===== config.mk =====
export PLATFORM = sky130hd
export DESIGN_NAME = x_mult18x18_accum
export DESIGN_NICKNAME = d
export VERILOG_FILES = /design/src/rtl/x_mult18x18_accum.sv
export SDC_FILE = /design/constraint.sdc
export NUM_CORES = 1
export LEC_CHECK = 0
export BUFFER_PORTS_ARGS = -buffer_cell sky130_fd_sc_hd__buf_2
export CAP_MARGIN = 40
export CORE_AREA = 2 2 135 137
export DETAILED_ROUTE_END_ITERATION = 10
export DIE_AREA = 0 0 137 139
export MAX_ROUTING_LAYER = met4
export PLACE_DENSITY = 0.65
export SLEW_MARGIN = 30
export SYNTH_ARGS = -nofsm -noshare
export SYNTH_HDL_FRONTEND = slang
export SYNTH_SLANG_ARGS = --single-unit

===== constraint.sdc =====
create_clock -name CLK -period 10.7 [get_ports CLK]
set_clock_uncertainty 0.2 [all_clocks]
set_input_delay 0.535 -clock CLK [delete_from_list [all_inputs] [get_ports CLK]]
set_output_delay 0.535 -clock CLK [all_outputs]
set_load 0.03 [all_outputs]

===== src/rtl/x_mult18x18_accum.sv =====
// Frame accumulator for the 18x18 multiplier's 36-bit product stream.
// It sums LAST-delimited frames and presents each result on a valid/ready handshake.
module x_mult18x18_accum #(
    parameter int ACC_WIDTH = 48,
    parameter int MAX_TERMS = 256,
    parameter bit SATURATE  = 1'b0,
    localparam int CNT_W    = $clog2(MAX_TERMS + 1)
) (
    input  logic                 CLK,
    input  logic                 RSTN,
    input  logic                 CE,
    input  logic                 CLR,
    input  logic [35:0]          P_IN,
    input  logic                 P_VALID,
    input  logic                 P_LAST,
    output logic                 P_READY,
    output logic [ACC_WIDTH-1:0] ACC,
    output logic                 ACC_VALID,
    input  logic                 ACC_READY,
    output logic                 OVF,
    output logic                 TRUNC,
    output logic [CNT_W-1:0]     COUNT
);

    typedef enum logic [0:0] {
        ST_IDLE  = 1'b0,
        ST_ACCUM = 1'b1
    } state_t;

    localparam logic [ACC_WIDTH-1:0] SUM_MAX = {1'b0, {(ACC_WIDTH-1){1'b1}}};
    localparam logic [ACC_WIDTH-1:0] SUM_MIN = {1'b1, {(ACC_WIDTH-1){1'b0}}};
    localparam logic [CNT_W-1:0]     CNT_MAX = CNT_W'(MAX_TERMS);

    // Signed add overflow: equal operand signs with a result of the other sign.
    function automatic logic add_ovf(input logic a_msb, input logic b_msb, input logic s_msb);
        return (a_msb == b_msb) && (s_msb != a_msb);
    endfunction

    state_t                 state_q, state_d;
    logic [ACC_WIDTH-1:0]   sum_q, sum_d;
    logic [CNT_W-1:0]       cnt_q, cnt_d;
    logic                   ovf_q, ovf_d;
    logic [ACC_WIDTH-1:0]   acc_q, acc_d;
    logic                   acc_valid_q, acc_valid_d;
    logic                   acc_ovf_q, acc_ovf_d;
    logic                   trunc_q, trunc_d;
    logic [CNT_W-1:0]       count_q, count_d;

    logic                   p_ready_s;
    logic                   accept_s;
    logic [ACC_WIDTH-1:0]   p_ext_s;
    logic [ACC_WIDTH-1:0]   base_sum_s;
    logic [CNT_W-1:0]       base_cnt_s;
    logic                   base_ovf_s;
    logic [ACC_WIDTH-1:0]   add_s;
    logic                   add_ovf_s;
    logic [ACC_WIDTH-1:0]   term_sum_s;
    logic [CNT_W-1:0]       term_cnt_s;
    logic                   cnt_hit_s;
    logic                   close_s;

    // Datapath for the term being offered; IDLE starts from a zero base.
    always_comb begin
        p_ready_s  = RSTN & CE & ~(acc_valid_q & ~ACC_READY);
        accept_s   = P_VALID & p_ready_s;
        p_ext_s    = {{(ACC_WIDTH-36){P_IN[35]}}, P_IN};
        if (state_q == ST_IDLE) begin
            base_sum_s = '0;
            base_cnt_s = '0;
            base_ovf_s = 1'b0;
        end else begin
            base_sum_s = sum_q;
            base_cnt_s = cnt_q;
            base_ovf_s = ovf_q;
        end
        add_s      = base_sum_s + p_ext_s;
        add_ovf_s  = add_ovf(base_sum_s[ACC_WIDTH-1], p_ext_s[ACC_WIDTH-1], add_s[ACC_WIDTH-1]);
        if (SATURATE && add_ovf_s) begin
            term_sum_s = base_sum_s[ACC_WIDTH-1] ? SUM_MIN : SUM_MAX;
        end else begin
            term_sum_s = add_s;
        end
        term_cnt_s = base_cnt_s + CNT_W'(1);
        cnt_hit_s  = (term_cnt_s == CNT_MAX);
        close_s    = accept_s & (P_LAST | cnt_hit_s);
    end

    // Next-state: frame FSM, running sum and result holding registers.
    always_comb begin
        state_d     = state_q;
        sum_d       = sum_q;
        cnt_d       = cnt_q;
        ovf_d       = ovf_q;
        acc_d       = acc_q;
        acc_valid_d = acc_valid_q;
        acc_ovf_d   = acc_ovf_q;
        trunc_d     = trunc_q;
        count_d     = count_q;
        if (!CE) begin
            state_d = state_q;
        end else if (CLR) begin
            state_d     = ST_IDLE;
            sum_d       = '0;
            cnt_d       = '0;
            ovf_d       = 1'b0;
            acc_valid_d = 1'b0;
        end else begin
            if (acc_valid_q && ACC_READY) begin
                acc_valid_d = 1'b0;
            end else begin
                acc_valid_d = acc_valid_q;
            end
            if (accept_s) begin
                sum_d = term_sum_s;
                cnt_d = term_cnt_s;
                ovf_d = base_ovf_s | add_ovf_s;
                case (close_s)
                    1'b1: begin
                        state_d     = ST_IDLE;
                        acc_d       = term_sum_s;
                        count_d     = term_cnt_s;
                        acc_ovf_d   = base_ovf_s | add_ovf_s;
                        trunc_d     = cnt_hit_s & ~P_LAST;
                        acc_valid_d = 1'b1;
                    end
                    default: state_d = ST_ACCUM;
                endcase
            end else begin
                state_d = state_q;
            end
        end
    end

    // State and result registers; CE gating lives in the next-state logic.
    always_ff @(posedge CLK or negedge RSTN) begin
        if (!RSTN) begin
            state_q     <= ST_IDLE;
            sum_q       <= '0;
            cnt_q       <= '0;
            ovf_q       <= 1'b0;
            acc_q       <= '0;
            acc_valid_q <= 1'b0;
            acc_ovf_q   <= 1'b0;
            trunc_q     <= 1'b0;
            count_q     <= '0;
        end else begin
            state_q     <= state_d;
            sum_q       <= sum_d;
            cnt_q       <= cnt_d;
            ovf_q       <= ovf_d;
            acc_q       <= acc_d;
            acc_valid_q <= acc_valid_d;
            acc_ovf_q   <= acc_ovf_d;
            trunc_q     <= trunc_d;
            count_q     <= count_d;
        end
    end

    assign P_READY   = p_ready_s;
    assign ACC       = acc_q;
    assign ACC_VALID = acc_valid_q;
    assign OVF       = acc_ovf_q;
    assign TRUNC     = trunc_q;
    assign COUNT     = count_q;

endmodule

---- Yosys cells after proc, flatten, opt, wreduce, memory -nomap -nowiden ----
Cells that the tools add are included.
storage, ports and cells
  bits in latches ......................... 0
  logic and storage cells ................. 47
  bits in writable memories ............... 0
  memories kept ........................... 0
  bits in read-only memories .............. 0
  output and inout bits ................... 61
  input bits .............................. 43
  flip-flop bits (word level) ............. 119
cells by class
  bitwise operators ....................... 12
  eq/ne operators ......................... 3
  reductions and logical operators ........ 5
  mux-type cells .......................... 16
  add/sub/neg operators ................... 2
  div/mod/pow operators ................... 0
  shift operators ......................... 0
  multipliers ............................. 0
  magnitude comparators ................... 0
operator list
  cell                   number
  $mux W48               3
  $add A48 B48 Y48       1
  $mux W9                3
  $mux W1                10
  $add A9 B1 Y9 const B  1
  $eq A9 B9 Y1 const B   1
  $and A1 B1 Y1          6
  $not A1 Y1             4
  $reduce_and A4 Y1      1
  $logic_and A1 B1 Y1    2
  $or A1 B1 Y1           2
  $reduce_and A2 Y1      1
  $reduce_bool A2 Y1     1
  $eq A1 B1 Y1           1
  $ne A1 B1 Y1           1

---- Longest topological paths before layout ----
Gate-level depths: netlist of the first run.
  depth after elaboration ................. 9
  depth in mapped cells ................... 16
  gate-level depth less buffers ........... 13

---- Least setup slack after synthesis of the first run ----
No wires, ideal clock.
  kind .................................... register -> register
  start ................................... register state_q
  end ..................................... register acc_q[46], in the netlist ACC[46]
  cell stages (with the launch flop) ...... 17
  period minus slack after synthesis ...... 3676 ps
  required time ........................... 10374 ps
  setup slack ............................. 7024 ps
  path buffers ............................ 3
  setup time .............................. 126 ps
  arrival ................................. 3350 ps
  cells stage by stage .................... dfrtp_1 buf_2 clkbuf_1 clkbuf_1 and2_1 ha_1 inv_1 fa_1 nand2b_1 a21o_1 a21o_1 a21o_1 a211oi_2 o311ai_4 o31ai_4 o21ai_1 a221o_1
between the ends
  word-level cells in the longest chain between the ends .. 6
  elaborated cells on any way between the ends .. 8
  classes of those cells .................. add/sub: 2; eq/ne: 1; mux: 2; bitwise: 2; reduce/logical: 1
RTL lines
  what                         RTL line  source
  from (decl)                  39        state_t state_q, state_d;
  from (signal assigned)       147       state_q <= state_d;
  $mux W9                      67        if (state_q == ST_IDLE) begin
  $add A9 B1 Y9                83        term_cnt_s = base_cnt_s + CNT_W'(1);
  $eq A9 B9 Y1                 84        cnt_hit_s = (term_cnt_s == CNT_MAX);
  $or A1 B1 Y1                 85        close_s = accept_s & (P_LAST | cnt_hit_s);
  $and A1 B1 Y1                85
  $reduce_and A4 Y1 (no line)  -
  to (signal assigned)         141       acc_q <= '0;
  to (signal assigned)         151       acc_q <= acc_d;
  to (decl)                    43        logic [ACC_WIDTH-1:0] acc_q, acc_d;
Several ways; a longest one is shown, not always the timed one.
A chain may end at the register's enable or synchronous reset.

---- Worst setup path after layout of the first run ----
Ends and elaborated chain as after synthesis.

==> summary.md, run 1 <==
| Metric | Value |
|---|---|
| Status | `finished, final reports clean` |
| Ys async rst share | `100.0%` |
| Bufs and invs on worst path | `1` |
| Post-synth EDFFs | `0` |
| DR vias | `6766` |
| Hold endpoint | `TRUNC$_DFFE_PN0P_` |
| Mapped Area | `7980 µm²` |
| Crit. path cell count | `13` |
| Post-synthesis sequential area ratio | `37.32%` |
| Layout cell share with drive strength beyond 1 | `18.48%` |
| Synth-to-Final Area Change | `14.85%` |
| CTS HTree Levels | `4` |
| Kind of critical path | `reg -> reg` |
| Crit-path max FO | `35` |
| Die area | `19040 µm²` |
| Synth Area in XOR/XNOR | `4.939%` |
| Worst-margin pin slew | `0.7103 ns` |
| Fillers | `1727` |
| Syn nets | `988` |
| Endpoints failing setup | `0` |
| R2r worst-path depth | `13` |
| Area contributors post-synth | `dfrtp_1, ha_1, nand2_1` |
| First-pass GRT wire length | `34.00 mm` |
| I/O pins | `104` |
| CTS tree | `done` |
| Delay-heaviest family, CP | `compound AO/OA/AOI/OAI gates` |
| DR WL/cell | `16.73 µm` |
| Layout net count | `1066` |
| RSZ-0062 raised after global routing | `no` |
| Arr. time, crit path | `4.00 ns` |
| Pleak | `0.004553 µW` |
| Dpl hpwl | `14.39 mm` |
| Max-cap violation count | `0` |
| DRC viols | `0` |
| Pwr Density | `146.9 nW/µm²` |
| FF-to-FF setup slack | `6.81 ns` |
| CP Capture Type | `register` |
| Buffers on Ports | `103` |
| Cts bufs inserted | `17` |
| Tmin final | `3.892 ns` |
| Clock root cell | `clkbuf_16` |
| Synthesized flop and latch total | `119` |
| Largest family of logic cells by synthesized area | `compound AO/OA/AOI/OAI gates` |
| CP Launch Point | `state_q$_DFFE_PN0P_` |
| Vias in the first global route | `6799` |
| Initial core utilization | `45.20%` |
| Crit path top cell by count | `a21o_1` |
| DRT Pass-1 Iters | `5` |
| N_diodes | `0` |
| Post-CTS setup buffer count | `0` |
| Hold_sp | `P_LAST` |
| Cell taking the most area after synthesis | `dfrtp_1` |
| Gpl congestion | `0.9394` |
| Worst path required time | `10.81 ns` |
| Max Buffers Root-to-Sink | `2` |
| Final slew viol count | `0` |
| Row Count | `49` |
| R2r endpoint | `ACC[46]$_DFFE_PN0P_` |
| CP max-delay cell | `dfrtp_2` |
| Post-synthesis mux area share | `2.430%` |
| Number of clock sinks | `119` |
| Initial antenna violation count | `0` |
| Most used DFF post-synth | `dfrtp_1` |
| Total GRT Usage | `23.10%` |
| Worst hold-check path type | `in -> reg` |
| Final hold viol count | `0` |
| Grt ovf | `0` |
| Largest net degree at the start of global routing | `60` |
| Synth Area in Compound Gates | `22.73%` |
| Tcrit/Tclk final | `36.37%` |
| Die W | `137 µm` |
| Critical Path Start Type | `register` |
| Avg Inst Size Synth | `8.916 µm²` |
| Reg2Reg Launch Point | `state_q$_DFFE_PN0P_` |
| Relative slew margins | `52.65%` |
| Post-synthesis cell count | `895` |
| Top-area cell type share of the netlist area | `37.32%` |
| Final setup TNS | `0 ns` |
| Setup WS post-layout | `6.808 ns` |
| Crit path cell chain | `and2_1 > ha_1 > inv_1 > fa_1 > nand2b_1 > a21o_1 > a21o_1 > a21o_1 > a211oi_2 > o311ai_4 > o31ai_4 > o21ai_1 > a221o_1` |
| DR vias/cell | `5.573` |
| Die H | `139 µm` |
| Core area | `17660 µm²` |
| Synth Warn # | `0` |
| Worst hold path cell count | `2` |
| Routed WL | `20.31 mm` |
| Adder and majority gate portion of the synthesized area | `7.934%` |
| 1st-iter DRT viols | `360` |
| FMAX | `0.2569 GHz` |
| Clock slew at reported path FFs | `0.05 ns` |
| Post-route ant nets | `0` |
| Post-synthesis simple-gate area fraction | `20.63%` |
| Worst-skew pair later-pin latency | `0.43 ns` |
| Synth cell types | `78` |
| Slowest Stage Delay on Critical Path | `0.68 ns` |
| Worst vdd ir | `114.8 µV` |
| DP Worst Slack | `6.553 ns` |
-- placed cells by master (no fill, tap or decap), drive strengths merged, types with 4 or more instances in the layout --
master and n:
a21boi 5, a211o 4, a211oi 6, a21oi 57, nand2b 9, nand4 13
inv 15, nand2 159, nor2 32, a22o 44, clkbuf 22, xor2 16
nor3 16, and3 11, buf 109, and4 5, or3 5, dfrtp 119
a21o 23, o21ai 57, o21bai 7, a31oi 11, mux2 16, o31ai 8
nor2b 6, ha 49, o21a 11, xnor2 29, and2 53, o211ai 4
nand3 19, clkinv 6
-- synthesized netlist by cell type (4+ instances only) --
library cell / number
nand2_1: 159
dfrtp_1: 119
a21oi_1: 57
and2_1: 51
o21ai_0: 51
ha_1: 49
a22o_1: 43
nor2_1: 32
clkbuf_1: 29
xnor2_1: 29
a21o_1: 21
nand3_1: 18
xor2_1: 16
inv_1: 15
mux2_2: 15
nor3_1: 15
nand4_1: 12
a31oi_1: 11
o21a_1: 11
nand2b_1: 9
buf_2: 8
buf_4: 8
and3_1: 7
o21bai_1: 7
nor2b_1: 6
o21ai_1: 6
o31ai_1: 6
a211oi_1: 5
and4_1: 5
or3_1: 5
a211o_1: 4
o211ai_1: 4
-- layout make-up --
cell class | instances | area [µm²] | area share [%]
clock buffers | 22 | 474.2 | 5.174
flip-flops and latches | 119 | 2979 | 32.51
inverters | 15 | 56.30 | 0.6143
repair buffers | 110 | 593.1 | 6.471
clock inverters | 9 | 52.55 | 0.5734
multi-input cells | 710 | 4723 | 51.54
well taps | 229 | 286.5 | 3.126
-- report_power, final --
part	switching (µW)	leakage, µW	internal [µW]	total [µW]
sequential	29.8	0.00157	506	535
combinational	196	0.00273	94.1	290
clock	212	0.000257	310	521
-- sequential cells by signal, summed over array words and instances, names as in the netlist --
name / count
cnt_q: 9
TRUNC: 1
sum_q: 48
ACC: 48
COUNT: 9
state_q: 1
OVF: 1
ACC_VALID: 1
ovf_q: 1
-- cell families after synthesis --
family | after synthesis
multiplexers | 17
buffers and inverters | 66
XOR/XNOR | 45
AND/OR/NAND/NOR | 338
adder cells (fa/ha/maj) | 50
flip-flops | 119
AO/OA/AOI/OAI | 260
-- worst reg2reg max path, stage by stage (launching register included) --
cell      delay [ns]
dfrtp_2         0.68
and2_1          0.22
ha_1            0.16
inv_1           0.06
fa_1            0.41
nand2b_1        0.19
a21o_1          0.20
a21o_1          0.20
a21o_1          0.21
a211oi_2        0.42
o311ai_4        0.18
o31ai_4         0.28
o21ai_1         0.11
a221o_1         0.25
-- worst max-delay path by stage --
stage,endpoint,slack [ns]
after global placement,ACC[46]$_DFFE_PN0P_,6.55
after detailed placement,ACC[46]$_DFFE_PN0P_,6.55
after CTS,ACC[46]$_DFFE_PN0P_,6.54
final,ACC[46]$_DFFE_PN0P_,6.81
after global routing,ACC[46]$_DFFE_PN0P_,6.47
after floorplan,ACC[46]$_DFFE_PN0P_,7.02
-- routing by layer --
layer  track usage, %  wire length (µm)  vias up
li1                 -                 -     3364
met1            30.52              9709     3225
met2            35.98              9405      144
met3            3.216               730       33
met4            8.627               461        0
met5                -                 0        -
-- repair_timing --
item                       in CTS  in global routing
hold buffers                    1                  0
resized for setup               0                  0
setup endpoints to repair       0                  0
hold endpoints to repair       49                  0
-- stage by stage --
stage / cell area, µm² / cells / util [%] / power [µW] / hold WS [ns]
floorplan: 7980 / 895 / - / 738.9 / 0.03941
global placement: 8592 / 1181 / 48.66 / 829.8 / 0.2556
detailed placement: 8627 / 1182 / 48.86 / 835.5 / 0.2569
CTS: 9164 / 1214 / 51.90 / 1359 / 0.1091
global route: 9165 / 1214 / 51.91 / 1407 / 0.1310
finish: 9165 / 1214 / 51.91 / 1346 / 0.1241
Note: power is estimated with default switching activity, not from simulation.
==> inputs of run 2 (changes only) <==
- clock period: 10.7 -> 3.8 ns (I/O delays scaled with it)
==> run 2 against run 1 <==
Effect of this change: via count increased by 2.7%; hold slack lost 0.081 ns; critical path depth grew 1; worst setup slack worse by 6.6 ns; clock power rose to 3.6 times the previous value; highest routed layer unchanged.
==> summary.md, run 2 (same netlist as run 1, synthesis figures left out) <==
| Metric | Value |
|---|---|
| Post-route ant nets | `0` |
| Clock root cell | `clkbuf_16` |
| Endpoints failing setup | `0` |
| Worst vdd ir | `307.0 µV` |
| Number of clock sinks | `119` |
| Largest net degree at the start of global routing | `79` |
| CP Launch Point | `state_q$_DFFE_PN0P_` |
| Worst-skew pair later-pin latency | `0.43 ns` |
| Worst path required time | `3.90 ns` |
| Pwr Density | `443.2 nW/µm²` |
| Buffers on Ports | `103` |
| DRT Pass-1 Iters | `5` |
| CTS tree | `done` |
| DR vias | `6952` |
| DR WL/cell | `17.00 µm` |
| Crit-path max FO | `19` |
| Relative slew margins | `61.11%` |
| Die area | `19040 µm²` |
| Initial core utilization | `45.20%` |
| Reg2Reg Launch Point | `state_q$_DFFE_PN0P_` |
| Status | `finished, final reports clean` |
| Register share of total power | `35.5%` |
| Fin Hold WS | `0.04339 ns` |
| Kind of critical path | `reg -> reg` |
| Tmin final | `3.558 ns` |
| Comb pwr share | `20.1%` |
| Gpl congestion | `0.9509` |
| Pint | `3006 µW` |
| DR vias/cell | `5.616` |
| I/O pins | `104` |
| Initial antenna violation count | `0` |
| Commonest non-fill, non-tap cell in the layout | `nand2_1` |
| Layout net count | `1089` |
| Post-CTS setup buffer count | `0` |
| Vias in the first global route | `6927` |
| Die H | `139 µm` |
| Final setup TNS | `0 ns` |
| Critical Path Start Type | `register` |
| Arr. time, crit path | `3.66 ns` |
| Area after DPL | `8736 µm²` |
| N_diodes | `0` |
| CP Capture Type | `register` |
| Core area | `17660 µm²` |
| 1st-iter DRT viols | `410` |
| Routed WL | `21.05 mm` |
| Worst hold-check path type | `in -> reg` |
| Final slew viol count | `0` |
| Max-cap violation count | `0` |
| FMAX | `0.2811 GHz` |
| Clock slew at reported path FFs | `0.06 ns` |
| Grt ovf | `0` |
| Hold_sp | `CLR` |
| Die W | `137 µm` |
| Cts bufs inserted | `17` |
| Final hold viol count | `0` |
| Row Count | `49` |
| Dpl hpwl | `14.79 mm` |
| Final Core Density | `54.15%` |
| CTS HTree Levels | `4` |
| First-pass GRT wire length | `34.98 mm` |
| Most frequent cells in the layout | `nand2_1, dfrtp_1, buf_2` |
| Final Cell Area | `9562 µm²` |
| Switching Power | `1232 µW` |
| Layout cell share with drive strength beyond 1 | `19.82%` |
| Synth-to-Final Area Change | `19.82%` |
| Clock Power Share | `44.4%` |
| Tcrit/Tclk final | `93.63%` |
| DRC viols | `0` |
| Pleak | `0.004755 µW` |
| Max Buffers Root-to-Sink | `2` |
| Switching share of power | `29.07%` |
| Worst-margin pin slew | `0.5833 ns` |
| Total GRT Usage | `23.83%` |
==> run 2: power by group through the flow <==
stage | clock network, µW | logic [µW] | registers [µW]
floorplan | 0 | 315 | 1770
global placement | 0 | 831 | 1520
detailed placement | 0 | 840 | 1520
CTS | 1910 | 850 | 1500
global route | 1970 | 929 | 1520
finish | 1880 | 851 | 1500
==> run 2: through the flow <==
step	setup WS, ns	instances	total power [µW]
after detailed placement	0.2450	1198	2363
final	0.2419	1238	4238
after global routing	-0.005862	1238	4423
after CTS	0.2218	1236	4260
after global placement	0.3072	1198	2352
after floorplan	0.1236	895	2081
==> run 2: repair_timing <==
item	4_1_cts	5_1_grt
hold buffers	6	0
gates resized for setup	0	5
endpoints found under the hold margin	47	0
endpoints found under the setup margin	0	38
==> run 2: routing by layer <==
metal	GRT usage [%]	share of wire (%)
met1	31.94	48
met2	35.95	45
met3	5.044	4.7
met4	7.651	2.1
met5	-	0
==> run 2: worst max-delay path, cell delays in order, from the launching register on <==
cell      delay [ns]
dfrtp_1         0.36
buf_4           0.22
and2_1          0.16
ha_1            0.16
inv_1           0.05
fa_1            0.39
nand2b_1        0.18
a21o_1          0.18
a21o_1          0.20
a21o_1          0.22
a211oi_4        0.34
o311ai_4        0.16
o31ai_4         0.25
o21ai_1         0.11
a221o_1         0.26
==> run 2: area by class of cell <==
type,count,area (µm²)
inverters,15,56.30
fillers,1629,8095
clock buffers,24,491.7
well taps,229,286.5
repair buffers,133,822.0
flip-flops and latches,119,2978
multi-input cells,710,4737
clock inverters,8,190.2
==> run 2: worst paths after layout <==
kind / endpoint / slack (ns) / depth (start not counted)
worst min-delay path: cnt_q[4]$_DFFE_PN0P_ / 0.04 / 4
worst max register to register: ACC[46]$_DFFE_PN0P_ / 0.24 / 14
max in group asynchronous: ACC[27]$_DFFE_PN0P_ / 2.18 / 5
worst min register to register: ACC[5]$_DFFE_PN0P_ / 0.26 / 2
min in group asynchronous: ACC[5]$_DFFE_PN0P_ / 0.22 / 3
worst max-delay path: ACC[46]$_DFFE_PN0P_ / 0.24 / 14
==> inputs of run 3 (changes only) <==
- CORE_AREA: 2 2 135 137 -> 2 2 154 156
- DIE_AREA: 0 0 137 139 -> 0 0 156 158
- PLACE_DENSITY: 0.65 -> not set
==> run 3 against run 2 <==
Effect of this change: worst setup slack worse by 0.084 ns; register-to-register slack worse by 0.08 ns; fmax is 2.3% lower; critical path depth stayed put; first-iteration DRC count is 3.2% lower; sequential power hardly changed; highest routed layer unchanged; combinational power hardly changed; design area is 1.1% lower.
==> summary.md, run 3 (same netlist as run 1, synthesis figures left out) <==
| Metric | Value |
|---|---|
| Relative slew margins | `52.63%` |
| Crit path cell chain | `buf_12 > and2_1 > ha_1 > inv_1 > fa_1 > nand2b_1 > a21o_1 > a21o_1 > nand4_1 > nand3_1 > a311oi_1 > nor2_1 > xnor2_1 > mux2_2` |
| Commonest non-fill, non-tap cell in the layout | `nand2_1` |
| Status | `finished, final reports clean` |
| Pleak | `0.004632 µW` |
| Initial antenna violation count | `0` |
| DP Worst Slack | `0.2163 ns` |
| Tmin final | `3.642 ns` |
| Final Cell Area | `9455 µm²` |
| DRC viols | `0` |
| Worst vdd ir | `213.0 µV` |
| N_diodes | `0` |
| CTS tree | `done` |
| Final hold viol count | `0` |
| Number of clock sinks | `119` |
| Die W | `156 µm` |
| Critical Path Start Type | `register` |
| FF-to-FF setup slack | `0.16 ns` |
| CP max-delay cell | `a311oi_1` |
| Tcrit/Tclk final | `95.84%` |
| Die area | `24650 µm²` |
| Setup WS post-layout | `0.1579 ns` |
| FMAX | `0.2746 GHz` |
| Resized cells post-CTS | `0` |
| 1st-iter DRT viols | `397` |
| Delay-heaviest family, CP | `compound AO/OA/AOI/OAI gates` |
| R2r endpoint | `ACC[42]$_DFFE_PN0P_` |
| DR vias | `6871` |
| Endpoints failing setup | `0` |
| Grt ovf | `0` |
| Max-cap violation count | `0` |
| Crit-path max FO | `26` |
| Cts bufs inserted | `17` |
| Hold_sp | `P_IN[0]` |
| DR WL/cell | `16.68 µm` |
| Arr. time, crit path | `3.74 ns` |
| Final setup TNS | `0 ns` |
| Routed WL | `21.61 mm` |
| Vias in the first global route | `6798` |
| CP Capture Type | `register` |
| Row Count | `56` |
| Most frequent cells in the layout | `nand2_1, dfrtp_1, buf_2` |
| Buffers on Ports | `103` |
| Worst-skew pair later-pin latency | `0.43 ns` |
| Total GRT Usage | `18.73%` |
| Hold endpoint | `sum_q[0]$_DFFE_PN0P_` |
| Post-route ant nets | `0` |
| Clock root cell | `clkbuf_16` |
| Final slew viol count | `0` |
| Largest net degree at the start of global routing | `55` |
| Worst hold-check path type | `in -> reg` |
| Crit path top cell by count | `a21o_1` |
| Post-CTS setup buffer count | `0` |
| I/O pins | `104` |
| R2r worst-path depth | `14` |
| DR vias/cell | `5.306` |
| Synth-to-Final Area Change | `18.49%` |
| Reg2Reg Launch Point | `state_q$_DFFE_PN0P_` |
| First-pass GRT wire length | `35.31 mm` |
| Worst hold path cell count | `3` |
| Initial core utilization | `34.62%` |
| Slowest Stage Delay on Critical Path | `0.52 ns` |
| Pwr Density | `415.7 nW/µm²` |
| CTS HTree Levels | `4` |
| Layout cell share with drive strength beyond 1 | `19.50%` |
| Bufs and invs on worst path | `2` |
| Area after DPL | `8841 µm²` |
| Worst-margin pin slew | `0.7106 ns` |
| Worst path required time | `3.90 ns` |
| Layout net count | `1087` |
| RSZ-0062 raised after global routing | `no` |
| Kind of critical path | `reg -> reg` |
| Dpl hpwl | `15.89 mm` |
| Clock slew at reported path FFs | `0.06 ns` |
| Gpl congestion | `0.8939` |
| Core area | `23050 µm²` |
| Fillers | `2280` |
| Max Buffers Root-to-Sink | `2` |
| DRT Pass-1 Iters | `5` |
| Die H | `158 µm` |
-- run 3: changes by cell type in the layout (fill, tap and decap cells not counted) --
cell	delta
buf_12	+2
o31a_2	+1
a211oi_4	-1
a211oi_2	+1
o31a_4	-1
buf_6	-3
dlygate4sd3_1	-1
buf_4	+2
clkinvlp_4	+4
bufinv_16	-4
clkbuf_8	-2
buf_16	-2
a311oi_1	+1
a311oi_2	-1
-- run 3: metrics by stage --
| step | instances | power [µW] | util [%] | hold slack (ns) |
|---|---|---|---|---|
| 2_1_floorplan | 895 | 2081 | - | -0.3056 |
| 3_3_place_gp | 1259 | 2365 | 38.27 | 0.2303 |
| 3_5_place_dp | 1260 | 2377 | 38.35 | 0.1296 |
| 4_1_cts | 1295 | 3975 | 41.02 | 0.007226 |
| 5_1_grt | 1295 | 4119 | 41.02 | 0.01863 |
| 6_report | 1295 | 3931 | 41.02 | 0.02915 |
-- run 3: worst min-delay path: stages --
cell and delay [ns]:
buf_2 0.11, ha_1 0.18, a22o_1 0.14
-- run 3: power breakdown --
group / internal (µW) / switching (µW)
registers: 1420 / 80.8
clock network: 988 / 590
logic: 279 / 569
total: 2690 / 1240
-- run 3: final cells by class --
type | count | area (µm²) | share of cell area, %
clock buffer | 22 | 464.2 | 4.909
clock inverter | 8 | 100.1 | 1.059
inverter | 15 | 56.30 | 0.5955
multi-input combinational | 710 | 4716 | 49.87
sequential | 119 | 2978 | 31.49
tap | 290 | 362.8 | 3.838
timing repair buffer | 131 | 778.2 | 8.231
-- run 3: repair_timing --
item                                   CTS  global route
setup endpoints to repair                0             0
endpoints found under the hold margin   39             0
hold buffers                             5             0
-- run 3: how the worst max path moves through the flow --
| stage | from | endpoint | cells after the start |
|---|---|---|---|
| floorplan | state_q$_DFFE_PN0P_ | ACC[46]$_DFFE_PN0P_ | 16 |
| global placement | state_q$_DFFE_PN0P_ | ACC[44]$_DFFE_PN0P_ | 12 |
| detailed placement | state_q$_DFFE_PN0P_ | ACC[42]$_DFFE_PN0P_ | 14 |
| CTS | state_q$_DFFE_PN0P_ | ACC[42]$_DFFE_PN0P_ | 14 |
| global route | state_q$_DFFE_PN0P_ | ACC[46]$_DFFE_PN0P_ | 14 |
| finish | state_q$_DFFE_PN0P_ | ACC[42]$_DFFE_PN0P_ | 14 |
-- run 3: per-layer routing --
metal | global-route usage, % | part of all wire (%) | vias up | routed length (µm)
met5 | - | 0 | - | 0
met4 | 6.204 | 1.6 | 0 | 341
met3 | 2.874 | 3.1 | 24 | 680
met2 | 29.67 | 46 | 133 | 9880
met1 | 24.68 | 50 | 3311 | 10710
li1 | - | - | 3403 | -
